[src/rtl/sw_pkg.sv]
// ---------------------------------------------------------------------------
// sw_pkg
// Shared definitions for the switch/button debouncer:
//   - db_state_t : per-channel debounce FSM states
//   - SYS_CLK_HZ : board system clock frequency (EGO1, 100 MHz)
//   - DB_MS      : default debounce window in milliseconds
//   - TICK_DIV_1MS : clock cycles in one 1 ms sample tick at SYS_CLK_HZ
// ---------------------------------------------------------------------------
package sw_pkg;

    typedef enum logic [1:0] {
        S_LO      = 2'd0,
        S_WAIT_HI = 2'd1,
        S_HI      = 2'd2,
        S_WAIT_LO = 2'd3
    } db_state_t;

    localparam int SYS_CLK_HZ   = 100_000_000;
    localparam int DB_MS        = 20;
    localparam int TICK_DIV_1MS = SYS_CLK_HZ / 1000;

endpackage : sw_pkg

[src/rtl/debounce_bit.sv]
// ---------------------------------------------------------------------------
// debounce_bit
// One debounce channel: two-flop synchronizer, four-state debounce FSM with
// an agreement counter, and registered level / rise / fall outputs.
//
// Ports:
//   clk_pin   in  system clock
//   rst_n_pin in  asynchronous active-low reset
//   tick      in  one-cycle sample strobe shared by all channels
//   pin       in  raw, asynchronous pin level
//   db        out debounced level (1 in S_HI and S_WAIT_LO)
//   rise      out one-cycle pulse on the S_WAIT_HI -> S_HI transition
//   fall      out one-cycle pulse on the S_WAIT_LO -> S_LO transition
// ---------------------------------------------------------------------------
module debounce_bit
    import sw_pkg::*;
#(
    parameter int STABLE_TICKS = DB_MS
) (
    input  logic clk_pin,
    input  logic rst_n_pin,
    input  logic tick,
    input  logic pin,
    output logic db,
    output logic rise,
    output logic fall
);

    localparam int CW = $clog2(STABLE_TICKS + 1);
    localparam logic [CW-1:0] STABLE_C = CW'(STABLE_TICKS);
    localparam logic [CW-1:0] CNT_ONE  = CW'(1);

    logic      sync1_reg;
    logic      sync2_reg;
    db_state_t state_reg, state_next;
    logic [CW-1:0] cnt_reg, cnt_next;
    logic      db_reg, db_next;
    logic      rise_reg, rise_next;
    logic      fall_reg, fall_next;

    always_ff @(posedge clk_pin or negedge rst_n_pin) begin
        if (!rst_n_pin) begin
            sync1_reg <= 1'b0;
            sync2_reg <= 1'b0;
            state_reg <= S_LO;
            cnt_reg   <= '0;
            db_reg    <= 1'b0;
            rise_reg  <= 1'b0;
            fall_reg  <= 1'b0;
        end else begin
            sync1_reg <= pin;
            sync2_reg <= sync1_reg;
            state_reg <= state_next;
            cnt_reg   <= cnt_next;
            db_reg    <= db_next;
            rise_reg  <= rise_next;
            fall_reg  <= fall_next;
        end
    end

    // The FSM only moves on tick cycles; the synchronized level is ignored
    // in between, so sub-tick glitches never reach the counter.
    always_comb begin
        state_next = state_reg;
        cnt_next   = cnt_reg;
        if (tick) begin
            case (state_reg)
                S_LO: begin
                    if (sync2_reg) begin
                        state_next = S_WAIT_HI;
                        cnt_next   = CNT_ONE;
                    end
                end
                S_WAIT_HI: begin
                    if (!sync2_reg) begin
                        state_next = S_LO;
                        cnt_next   = '0;
                    end else if (cnt_reg == STABLE_C) begin
                        state_next = S_HI;
                        cnt_next   = '0;
                    end else begin
                        cnt_next = cnt_reg + CNT_ONE;
                    end
                end
                S_HI: begin
                    if (!sync2_reg) begin
                        state_next = S_WAIT_LO;
                        cnt_next   = CNT_ONE;
                    end
                end
                S_WAIT_LO: begin
                    if (sync2_reg) begin
                        state_next = S_HI;
                        cnt_next   = '0;
                    end else if (cnt_reg == STABLE_C) begin
                        state_next = S_LO;
                        cnt_next   = '0;
                    end else begin
                        cnt_next = cnt_reg + CNT_ONE;
                    end
                end
                default: begin
                    state_next = S_LO;
                    cnt_next   = '0;
                end
            endcase
        end

        // Outputs are registered from the next state so the level and its
        // edge pulse appear in the same cycle the FSM settles.
        db_next   = (state_next == S_HI) || (state_next == S_WAIT_LO);
        rise_next = (state_reg == S_WAIT_HI) && (state_next == S_HI);
        fall_next = (state_reg == S_WAIT_LO) && (state_next == S_LO);
    end

    assign db   = db_reg;
    assign rise = rise_reg;
    assign fall = fall_reg;

endmodule : debounce_bit

[src/rtl/sw_debounce.sv]
// ---------------------------------------------------------------------------
// sw_debounce
// Debounces WIDTH raw switch/button pins. A free-running prescaler produces
// a one-cycle sample tick every TICK_DIV clocks; each channel accepts a new
// level only after STABLE_TICKS further agreeing ticks.
//
// Ports:
//   clk_pin   in  system clock (100 MHz on EGO1)
//   rst_n_pin in  asynchronous active-low reset
//   sw_pin    in  [WIDTH] raw pin levels, asynchronous to clk_pin
//   sw_db     out [WIDTH] debounced levels
//   sw_rise   out [WIDTH] one-cycle pulse when sw_db[i] goes 0->1
//   sw_fall   out [WIDTH] one-cycle pulse when sw_db[i] goes 1->0
//   sw_any    out OR of all rise/fall pulses
// ---------------------------------------------------------------------------
module sw_debounce
    import sw_pkg::*;
#(
    parameter int WIDTH        = 8,
    parameter int TICK_DIV     = TICK_DIV_1MS,
    parameter int STABLE_TICKS = DB_MS
) (
    input  logic             clk_pin,
    input  logic             rst_n_pin,
    input  logic [WIDTH-1:0] sw_pin,
    output logic [WIDTH-1:0] sw_db,
    output logic [WIDTH-1:0] sw_rise,
    output logic [WIDTH-1:0] sw_fall,
    output logic             sw_any
);

    localparam int TW = $clog2(TICK_DIV);
    localparam logic [TW-1:0] TICK_LAST = TW'(TICK_DIV - 1);
    localparam logic [TW-1:0] TICK_ONE  = TW'(1);

    logic [TW-1:0] tick_cnt_reg, tick_cnt_next;
    logic          tick;

    always_ff @(posedge clk_pin or negedge rst_n_pin) begin
        if (!rst_n_pin) begin
            tick_cnt_reg <= '0;
        end else begin
            tick_cnt_reg <= tick_cnt_next;
        end
    end

    assign tick          = (tick_cnt_reg == TICK_LAST);
    assign tick_cnt_next = tick ? '0 : tick_cnt_reg + TICK_ONE;

    generate
        for (genvar gi = 0; gi < WIDTH; gi++) begin : g_ch
            debounce_bit #(
                .STABLE_TICKS(STABLE_TICKS)
            ) u_bit (
                .clk_pin  (clk_pin),
                .rst_n_pin(rst_n_pin),
                .tick     (tick),
                .pin      (sw_pin[gi]),
                .db       (sw_db[gi]),
                .rise     (sw_rise[gi]),
                .fall     (sw_fall[gi])
            );
        end
    endgenerate

    assign sw_any = |(sw_rise | sw_fall);

endmodule : sw_debounce

[config.mk]
export PLATFORM = sky130hd
export DESIGN_NAME = sw_debounce
export DESIGN_NICKNAME = d
export VERILOG_FILES = /design/src/rtl/sw_pkg.sv /design/src/rtl/debounce_bit.sv /design/src/rtl/sw_debounce.sv
export SDC_FILE = /design/constraint.sdc
export NUM_CORES = 1
export LEC_CHECK = 0
export CAP_MARGIN = 20
export CORE_MARGIN = 8
export CORE_UTILIZATION = 50
export CTS_CLUSTER_SIZE = 40
export DETAILED_ROUTE_END_ITERATION = 10
export GPL_TIMING_DRIVEN = 0
export PLACE_DENSITY = 0.81
export SLEW_MARGIN = 10
export SYNTH_ARGS = -nofsm -noshare
export SYNTH_HDL_FRONTEND = slang
export SYNTH_SLANG_ARGS = --single-unit
[constraint.sdc]
create_clock -name clk_pin -period 2.8 [get_ports clk_pin]
set_input_delay 0.56 -clock clk_pin [delete_from_list [all_inputs] [get_ports clk_pin]]
set_output_delay 0.56 -clock clk_pin [all_outputs]
set_load 0.03 [all_outputs]
======== After elaboration in Yosys (flattened, before gate mapping) ========
Index checks and enable logic that the tools add are counted.
word-level totals
  bits of input ports ..................... 10
  register bits after elaboration ......... 113
operators by class
  mux-type cells .......................... 113
  bitwise logic cells ..................... 1
  reduce and logical (&&, ||, !) cells .... 49
  add/subtract/negate cells ............... 9
  eq/ne operators ......................... 65
operators with widths
  cell                     count
  $mux W5                  40
  $pmux W5 S4              8
  $mux W2                  56
  $eq A2 B2 Y1 const B     32
  $pmux W2 S4              8
  $add A5 B1 Y5 const B    8
  $eq A5 B5 Y1 const B     8
  $logic_not A2 Y1         16
  $reduce_and A3 Y1        8
  $add A17 B1 Y17 const B  1
  $eq A17 B17 Y1 const B   1
  $mux W17                 1
  $eq A2 B1 Y1 const B     8
  $logic_and A1 B1 Y1      16
  $ne A2 B1 Y1 const B     8
  $ne A2 B2 Y1 const B     8
  $logic_or A1 B1 Y1       8
  $or A8 B8 Y8             1
  $reduce_or A8 Y1         1

======== Logic depth before layout (Yosys ltp) ========
Gate-level depths: netlist of the first run.
  depth in word-level cells ............... 7
  depth in mapped cells ................... 7

======== Hierarchy ========
Synthesis of the first run repeated with hierarchy kept, for this count alone.
unflattened totals
  cells, all modules ...................... 512
  area, all modules ....................... 5,704.2 µm²
by module, submodules not included
  module        times used  area each (µm²)  cells each  sequential area each (µm²)
  debounce_bit  8           609.3            54          300.3
  sw_debounce   1           829.5            80          425.4

======== Worst setup path after synthesis of the first run ========
No wires, ideal clock.
  path type ............................... flip-flop to flip-flop
  from .................................... register tick_cnt_reg[12]
  to ...................................... register g_ch[5].u_bit.db_reg
  setup time .............................. 0.127 ns
  cell stages (with the launch flop) ...... 6
  period minus slack after synthesis ...... 2.095 ns
  setup slack ............................. 0.705 ns
  buffers on the path ..................... 1
  arrival ................................. 1.968 ns
  cells stage by stage .................... dfrtp_1 or4b_4 nor4_4 buf_6 nand3_4 mux2_1
on the way
  cells in the longest elaborated chain, start to end .. 4
  elaborated cells on any way between the ends .. 5
  those cells by class .................... eq/ne (3); mux (1); reduce/logical (1)
ends and longest elaborated chain
  element                    RTL line             RTL
  from (decl)                sw_debounce.sv:36    logic [TW-1:0] tick_cnt_reg, tick_cnt_next;
  from (signal assigned)     sw_debounce.sv:43    tick_cnt_reg <= tick_cnt_next;
  $eq A17 B17 Y1 *           sw_debounce.sv:47    assign tick = (tick_cnt_reg == TICK_LAST);
  $mux W2 *                  debounce_bit.sv:66   if (tick) begin
  $eq A2 B2 Y1               debounce_bit.sv:111  db_next = (state_next == S_HI) || (state_next == S_WAIT_LO);
  $logic_or A1 B1 Y1 *       debounce_bit.sv:111
  net g_ch[5].u_bit.db_next  debounce_bit.sv:37   logic db_reg, db_next;
  to (signal assigned)       debounce_bit.sv:55   db_reg <= db_next;
  to (decl)                  debounce_bit.sv:37
Mark *: on every way through the listed nets, which the timed path passes. The rest lies on a longest branch.
A chain may end at the register's enable or synchronous reset.

======== Final worst setup path of the first run ========
  from .................................... register tick_cnt_reg[12]
  to ...................................... register g_ch[3].u_bit.state_reg[0]
on the way
  cells in the longest elaborated chain, start to end .. 2
ends and longest elaborated chain
  element                          RTL line            RTL
  $eq A17 B17 Y1                   sw_debounce.sv:47
  $mux W2                          debounce_bit.sv:66
  net g_ch[3].u_bit.state_next[0]  debounce_bit.sv:35  db_state_t state_reg, state_next;
  to (signal assigned)             debounce_bit.sv:53  state_reg <= state_next;
  to (decl)                        debounce_bit.sv:35
The timed path passes the listed nets, and every way through them passes these cells.

==> impl_results.md, run 1 <==
- Pin count of the biggest net entering global routing: 89
- Vias in the first global route: 4144
- Post-synth top area share: 51.8%
- PwrDens: 596 nW/µm²
- Met1 GRT Util: 20.1%
- FFs w/ async S/R, synth: 100%
- Worst-Skew Late Latency: 0.52 ns
- Remaining DRCs: 0
- Met2 global-route usage: between 20% and 30%
- Critical path data required time: 3.25 ns
- Nets: 571
- Cell row count: 38
- Die Ht: between 100 and 150 µm
- Final Hold Fails: 0
- Netlist Area Pre-Place: 5460 µm²
- Sequential Power Share: about two fifths
- Setup Viol. Count Final: 0
- Hpwl dp: 7610 µm
- F_max: 415 MHz
- Via count: 3975
- CTS tree: yes
- Number of synthesized register bits: around 110
- Design Power: 0.00397 W
- Comb power frac: 1.6%
- Largest stage delay on the critical path: 0.60 ns
- Worst Max-Slew Pin Slew: approximately 0.7 ns
- Sw power: ~0.00077 W
- First-pass GRT wire length: 19500 µm
- Starting density of the core: between 50% and 60%
- Syn_nets: approximately 520
- Clock Power Share: 56.6%
- Clk Tree Root Cell: clkbuf_8
- Main synth FF type: dfrtp_1
- Worst Slack Setup Final: 0.390 ns
- CTS Buf Count: 17
- ANT nets after route: 0
- Clock sinks: 113
- Number of synthesized flops with an enable pin: 0
- Die area: 14500 µm²
- Yosys synthesis warning count: 0
- Slowest CP cell: or4b_4
- Count leader, synth: dfrtp_1
- Post-synthesis sequential area ratio: 51.8%
- Post-CTS Setup Bufs: 0
- Internal cell power: 0.00320 W
- Library cells used by synthesis: 46
- CP arrival: 2.86 ns
- P&R area growth vs syn: 21.9%
- Antenna Cells: 0
- Tmin final: 2.41 ns
- RSZ-0062 raised after global routing: no
- Max Cap Viol: 0
- Cell with the most instances on the worst path: buf_2
- Core Util, Final: 62.0%
- Worst clock skew: about 0.005 ns
- Antenna violations before repair: 0
- Most used routing layer: met2
- Critical R2R Launch: tick_cnt_reg[12]
- Worst setup path startpoint: tick_cnt_reg[12]
- Reg2Reg Setup Slack: between 0.3 and 0.4 ns
- Met3 usage: 5.59%
- Global route overflow: 0
- Largest register FFs: 40
- IO buf count: 34
- Slew Viols, Final: 0
- DRT Pass-1 Iters: 4
- Worst vdd ir: 0.639 mV
- TNS Setup: 0 ns
- Crit-path max FO: 10
- CP Class: flop to flop
- Run status: complete, no violations
- Number of DRC markers in iteration 0: 306
- Placed insts: roughly 660
- GRT Total Usage: ~17%
- Synth top cells by count: dfrtp_1, nand2_1, nand3_1, buf_4, inv_1
- CORE AREA: 10700 µm²
- Io pins: 35
- Drt total wl: between 10000 and 15000 µm
- Startpoint types: flop
- Tcrit/Tclk final: 86.1%
- Finished Layout Cells: 697
- Synth top area cells: dfrtp_1, ha_1, buf_4, mux2_2, nand3_1
- Mapped Cells: 489
- Area leader, netlist: dfrtp_1
- Clk slew on worst S/H paths: 0.05 ns
- Slew margin rel.: 52.4%
- RD Place Congestion: just over 0.8
- Die X: ~120 µm
- Crit. End Element: flop
- CTS max path bufs: 2
- Via density: about 5.7
- Avg Cell Area, Syn: 11.2 µm²
- Place WS: 0.361 ns
- Layout cells sized above 1: approximately 16%
- Hold wc startpoint: g_ch[0].u_bit.sync1_reg
- Sw Share: 19.3%
- DR WL/cell: 16.2 µm
- H-tree depth: 4
- Static Leak: 3.08 nW
- Hold Path Class: flop to flop
- Crit path cell chain: or4b_4 -> nor4_4 -> buf_2 -> buf_2 -> nand3_1 -> nand2_1
layer usage:
layer,vias to the layer above,share of wire (%)
met5,-,0
met4,0,1.9
met3,14,5.0
met2,69,50
met1,1997,44
li1,1895,-
critical path, delay by kind of cell (launching register included):
kind / cells / cell delay (ns)
AND/OR/NAND/NOR: 4 / 1.24
buffers and inverters: 2 / 0.64
flip-flops: 1 / 0.45
area by class of cell:
| class | count | area, µm² |
|---|---|---|
| clock buffers | 22 | 473 |
| fillers | 840 | 4090 |
| multi-input cells | 318 | 2320 |
| repair buffers | 36 | 382 |
| inverters | 27 | 101 |
| flip-flops and latches | 113 | 2830 |
| plain buffers | 31 | 228 |
| well taps | 140 | 175 |
| clock inverters | 10 | 155 |
cell usage in the layout, fill, tap and decap left out, types with 3 or more instances in the layout:
cell	count
nor4b_1	3
and2_1	7
nand2_1	39
o2bb2ai_1	17
nor4_1	14
ha_1	17
clkbuf_16	16
inv_1	27
a21o_1	7
a21boi_0	7
nand3_1	31
a211oi_1	6
mux2_2	14
nor2_1	12
buf_4	27
nand3_4	3
a22oi_1	7
nor3b_1	14
o21ai_2	3
clkinv_2	4
and4b_1	13
xnor2_1	9
dfrtp_1	113
nor3_1	11
a21oi_1	10
bufinv_16	4
a31oi_1	16
clkdlybuf4s50_1	32
xor2_1	12
nand4_1	7
clkbuf_8	5
and3_1	5
o21ai_0	6
a211o_1	7
through the flow:
stage	hold slack [ns]	instance area [µm²]
detailed placement	0.335	6010
floorplan	0.264	5460
global placement	0.334	5980
finish	0.346	6660
global route	0.356	6660
CTS	0.347	6660
path summary, 6_finish.rpt:
kind | cells after the start | end
max | 6 | g_ch[3].u_bit.state_reg[0]
min | 0 | g_ch[0].u_bit.sync2_reg
max reg2reg | 6 | g_ch[3].u_bit.state_reg[0]
min reg2reg | 0 | g_ch[0].u_bit.sync2_reg
max in group asynchronous | 3 | g_ch[6].u_bit.cnt_reg[3]
min in group asynchronous | 2 | g_ch[7].u_bit.cnt_reg[2]
logic make-up after synthesis:
kind of cell,after synthesis,synth area share (%)
simple gates,174,19.7
compound gates,89,11.7
mux,17,3.48
flops,113,51.8
fa+ha+maj,17,3.89
buf+inv,58,6.02
xor+xnor,21,3.37
power groups by stage:
stage                     Clock (W)  Combinational, W  Sequential, W
after global placement            0         0.0000595        0.00168
after CTS                   0.00229         0.0000679        0.00166
after floorplan                   0         0.0000128        0.00168
after global routing        0.00235         0.0000761        0.00166
after detailed placement          0         0.0000656        0.00168
final                       0.00225         0.0000648        0.00166
what timing repair did:
item,in CTS,in global routing
setup endpoints to repair,1,1
endpoints found under the hold margin,25,0
gates resized for setup,2,1
hold buffers,1,0
Power figures use the tool's default switching activity.
==> inputs of run 2 (changes only) <==
--- a/config.mk
+++ b/config.mk
@@ -10,7 +10,6 @@
 export CORE_UTILIZATION = 50
 export CTS_CLUSTER_SIZE = 40
 export DETAILED_ROUTE_END_ITERATION = 10
-export GPL_TIMING_DRIVEN = 0
 export PLACE_DENSITY = 0.81
 export SLEW_MARGIN = 10
 export SYNTH_ARGS = -nofsm -noshare
==> constraint.sdc (replaced) <==
create_clock -name clk_pin -period 2.8 [get_ports clk_pin]
set_input_delay 0.56 -clock clk_pin [delete_from_list [all_inputs] [get_ports clk_pin]]
set_output_delay 0.56 -clock clk_pin [all_outputs]
set_load 0.05 [all_outputs]
==> run 2 against run 1 <==
- routed wire length decreased by 3.4%
- sequential share of layout area rose by 1.9 points
- cell area decreased by 4.2%
- critical path depth shrank 3
- worst hold slack improved by 0.00093 ns
- combinational power decreased by 4.3%
- global-route usage fell by 0.73 points
- worst setup slack lost 0.11 ns
- non-clock buffer count is 24 lower
- largest power group unchanged
- highest routed layer unchanged
==> impl_results.md, run 2 (synthesis results as in run 1) <==
- Worst vdd ir: around 0.44 mV
- Antenna Cells: 0
- Placed insts: 640
- Worst Slack Setup Final: 0.275 ns
- H-tree depth: 4
- Crit. End Element: output pin
- Final Hold Fails: 0
- CORE AREA: 10700 µm²
- CP top delay family: simple AND/OR/NAND/NOR gates
- Largest stage delay on the critical path: 0.48 ns
- Run status: complete, no violations
- Cell row count: 38
- M1 WL: 4520 µm
- Pin count of the biggest net entering global routing: 88
- R2R Path End: g_ch[1].u_bit.cnt_reg[4]
- Critical R2R Launch: tick_cnt_reg[12]
- Hold depth: 0
- Worst-Skew Late Latency: roughly 0.51 ns
- TNS Setup: 0 ns
- Max Cap Viol: 0
- Largest register FFs: 40
- Io pins: 35
- Remaining DRCs: 0
- Critical path data required time: 2.24 ns
- CTS Buf Count: 17
- CP bufs+invs: 1
- Global route overflow: 0
- Clk Tree Root Cell: clkbuf_8
- WHS: 0.347 ns
- Starting density of the core: 50.8%
- Layout cells sized above 1: 11.1%
- Hold Crit Endpoint: g_ch[7].u_bit.sync2_reg
- Crit path cell chain: nor4_1 -> nand4_1 -> dlygate4sd2_1
- GRT Total Usage: roughly 16%
- P&R area growth vs syn: 16.7%
- Antenna violations before repair: 0
- Tcrit/Tclk final: about nine tenths
- Crit-path max FO: 2
- Met3 WL: approximately 570 µm
- CP Class: flop to output pin
- IO buf count: 34
- Drt total wl: roughly 11000 µm
- CP arrival: 1.96 ns
- PwrDens: 573 nW/µm²
- RSZ-0062 raised after global routing: no
- Slew Viols, Final: 0
- Hold Path Class: flop to flop
- Finished Layout Cells: 670
- Post-CTS Setup Bufs: 0
- Worst clock skew: 0.00812 ns
- Clock sinks: 113
- RD Place Congestion: 0.791
- ANT nets after route: 0
- First-pass GRT wire length: 18600 µm
- Commonest non-fill, non-tap cells in the layout: dfrtp_1, nand2_1, clkdlybuf4s50_1, nand3_1, inv_1
- Vias in the first global route: 3902
- Place WS: 0.311 ns
- DRT Pass-1 Iters: 7
- DR WL/cell: 16.2 µm
- Tmin final: between 2 and 3 ns
- Startpoint types: flop
- Die area: 14500 µm²
- Hold wc startpoint: g_ch[7].u_bit.sync1_reg
- Fillers: between 900 and 1000
- Slew margin rel.: 61.8%
- Static Leak: 2.89 nW
- Die Ht: 121 µm
- Hpwl dp: 7450 µm
- Top Metal Used: met4
- F_max: 396 MHz
- Reg2Reg Setup Slack: 0.36 ns
- Core Util, Final: about 59%
- Commonest non-fill, non-tap cell in the layout: dfrtp_1
- Number of DRC markers in iteration 0: 211
- CTS tree: yes
- Clk slew on worst S/H paths: 0.05 ns
- Die X: 121 µm
- Worst Max-Slew Pin Slew: about 0.57 ns
- Slowest CP cell: nor4_1
- Worst r2r path cells: 5
- Via count: 3878
- Via density: 5.79
- Nets: 547
- Setup Viol. Count Final: 0
- CTS max path bufs: 2
- Length of routed met2 wiring: 5620 µm
-- run 2: cell types whose count changed in the layout (fill, tap and decap cells not counted), sizes merged --
cell / change
clkbuf: -2
clkinv: +2
buf: -23
bufinv: -2
dlymetal6s2s: -1
clkinvlp: -2
dlygate4sd2: +1
-- run 2: layout make-up --
| type | count | area [µm²] | share of cell area [%] |
|---|---|---|---|
| sequential | 113 | 2830 | 44.3 |
| multi-input combinational | 318 | 2310 | 36.3 |
| clock buffer | 21 | 439 | 6.89 |
| timing repair buffer | 43 | 432 | 6.77 |
| tap | 140 | 175 | 2.75 |
| inverter | 27 | 101 | 1.59 |
| clock inverter | 8 | 90.1 | 1.41 |
-- run 2: per-stage QoR --
stage | cell area (µm²) | power, W
after floorplan | 5460 | 0.00169
final | 6380 | 0.00366
after global routing | 6380 | 0.00378
after detailed placement | 5830 | 0.00175
after CTS | 6380 | 0.00370
after global placement | 5830 | 0.00175
-- run 2: worst max-delay path by stage --
stage,slack (ns),from,to,cells past startpoint
2_1_floorplan,0.70,tick_cnt_reg[12],g_ch[5].u_bit.db,5
3_3_place_gp,0.29,g_ch[0].u_bit.fall,sw_any,3
3_5_place_dp,0.31,g_ch[0].u_bit.fall,sw_any,3
4_1_cts,0.23,g_ch[1].u_bit.rise,sw_any,3
5_1_grt,0.14,g_ch[1].u_bit.rise,sw_any,3
6_report,0.28,g_ch[1].u_bit.rise,sw_any,3
-- run 2: repair_timing --
action                                  in CTS  in global routing
endpoints found under the setup margin       1                  0
gates resized for setup                      2                  0
hold buffers                                 1                  0
endpoints found under the hold margin       26                  0
-- run 2: report_power, final --
group          switching, W  leakage (nW)   total, W  internal [W]
Combinational     0.0000412          1.10  0.0000620     0.0000208
Clock              0.000677         0.267    0.00194       0.00126
Sequential       0.00000975          1.53    0.00166       0.00165
-- run 2: layer usage --
layer | track usage (%) | up-vias
li1 | - | 1843
met3 | 5.64 | 18
met5 | 0 | -
met2 | 27.6 | 91
met1 | 18.1 | 1926
met4 | 5.93 | 0
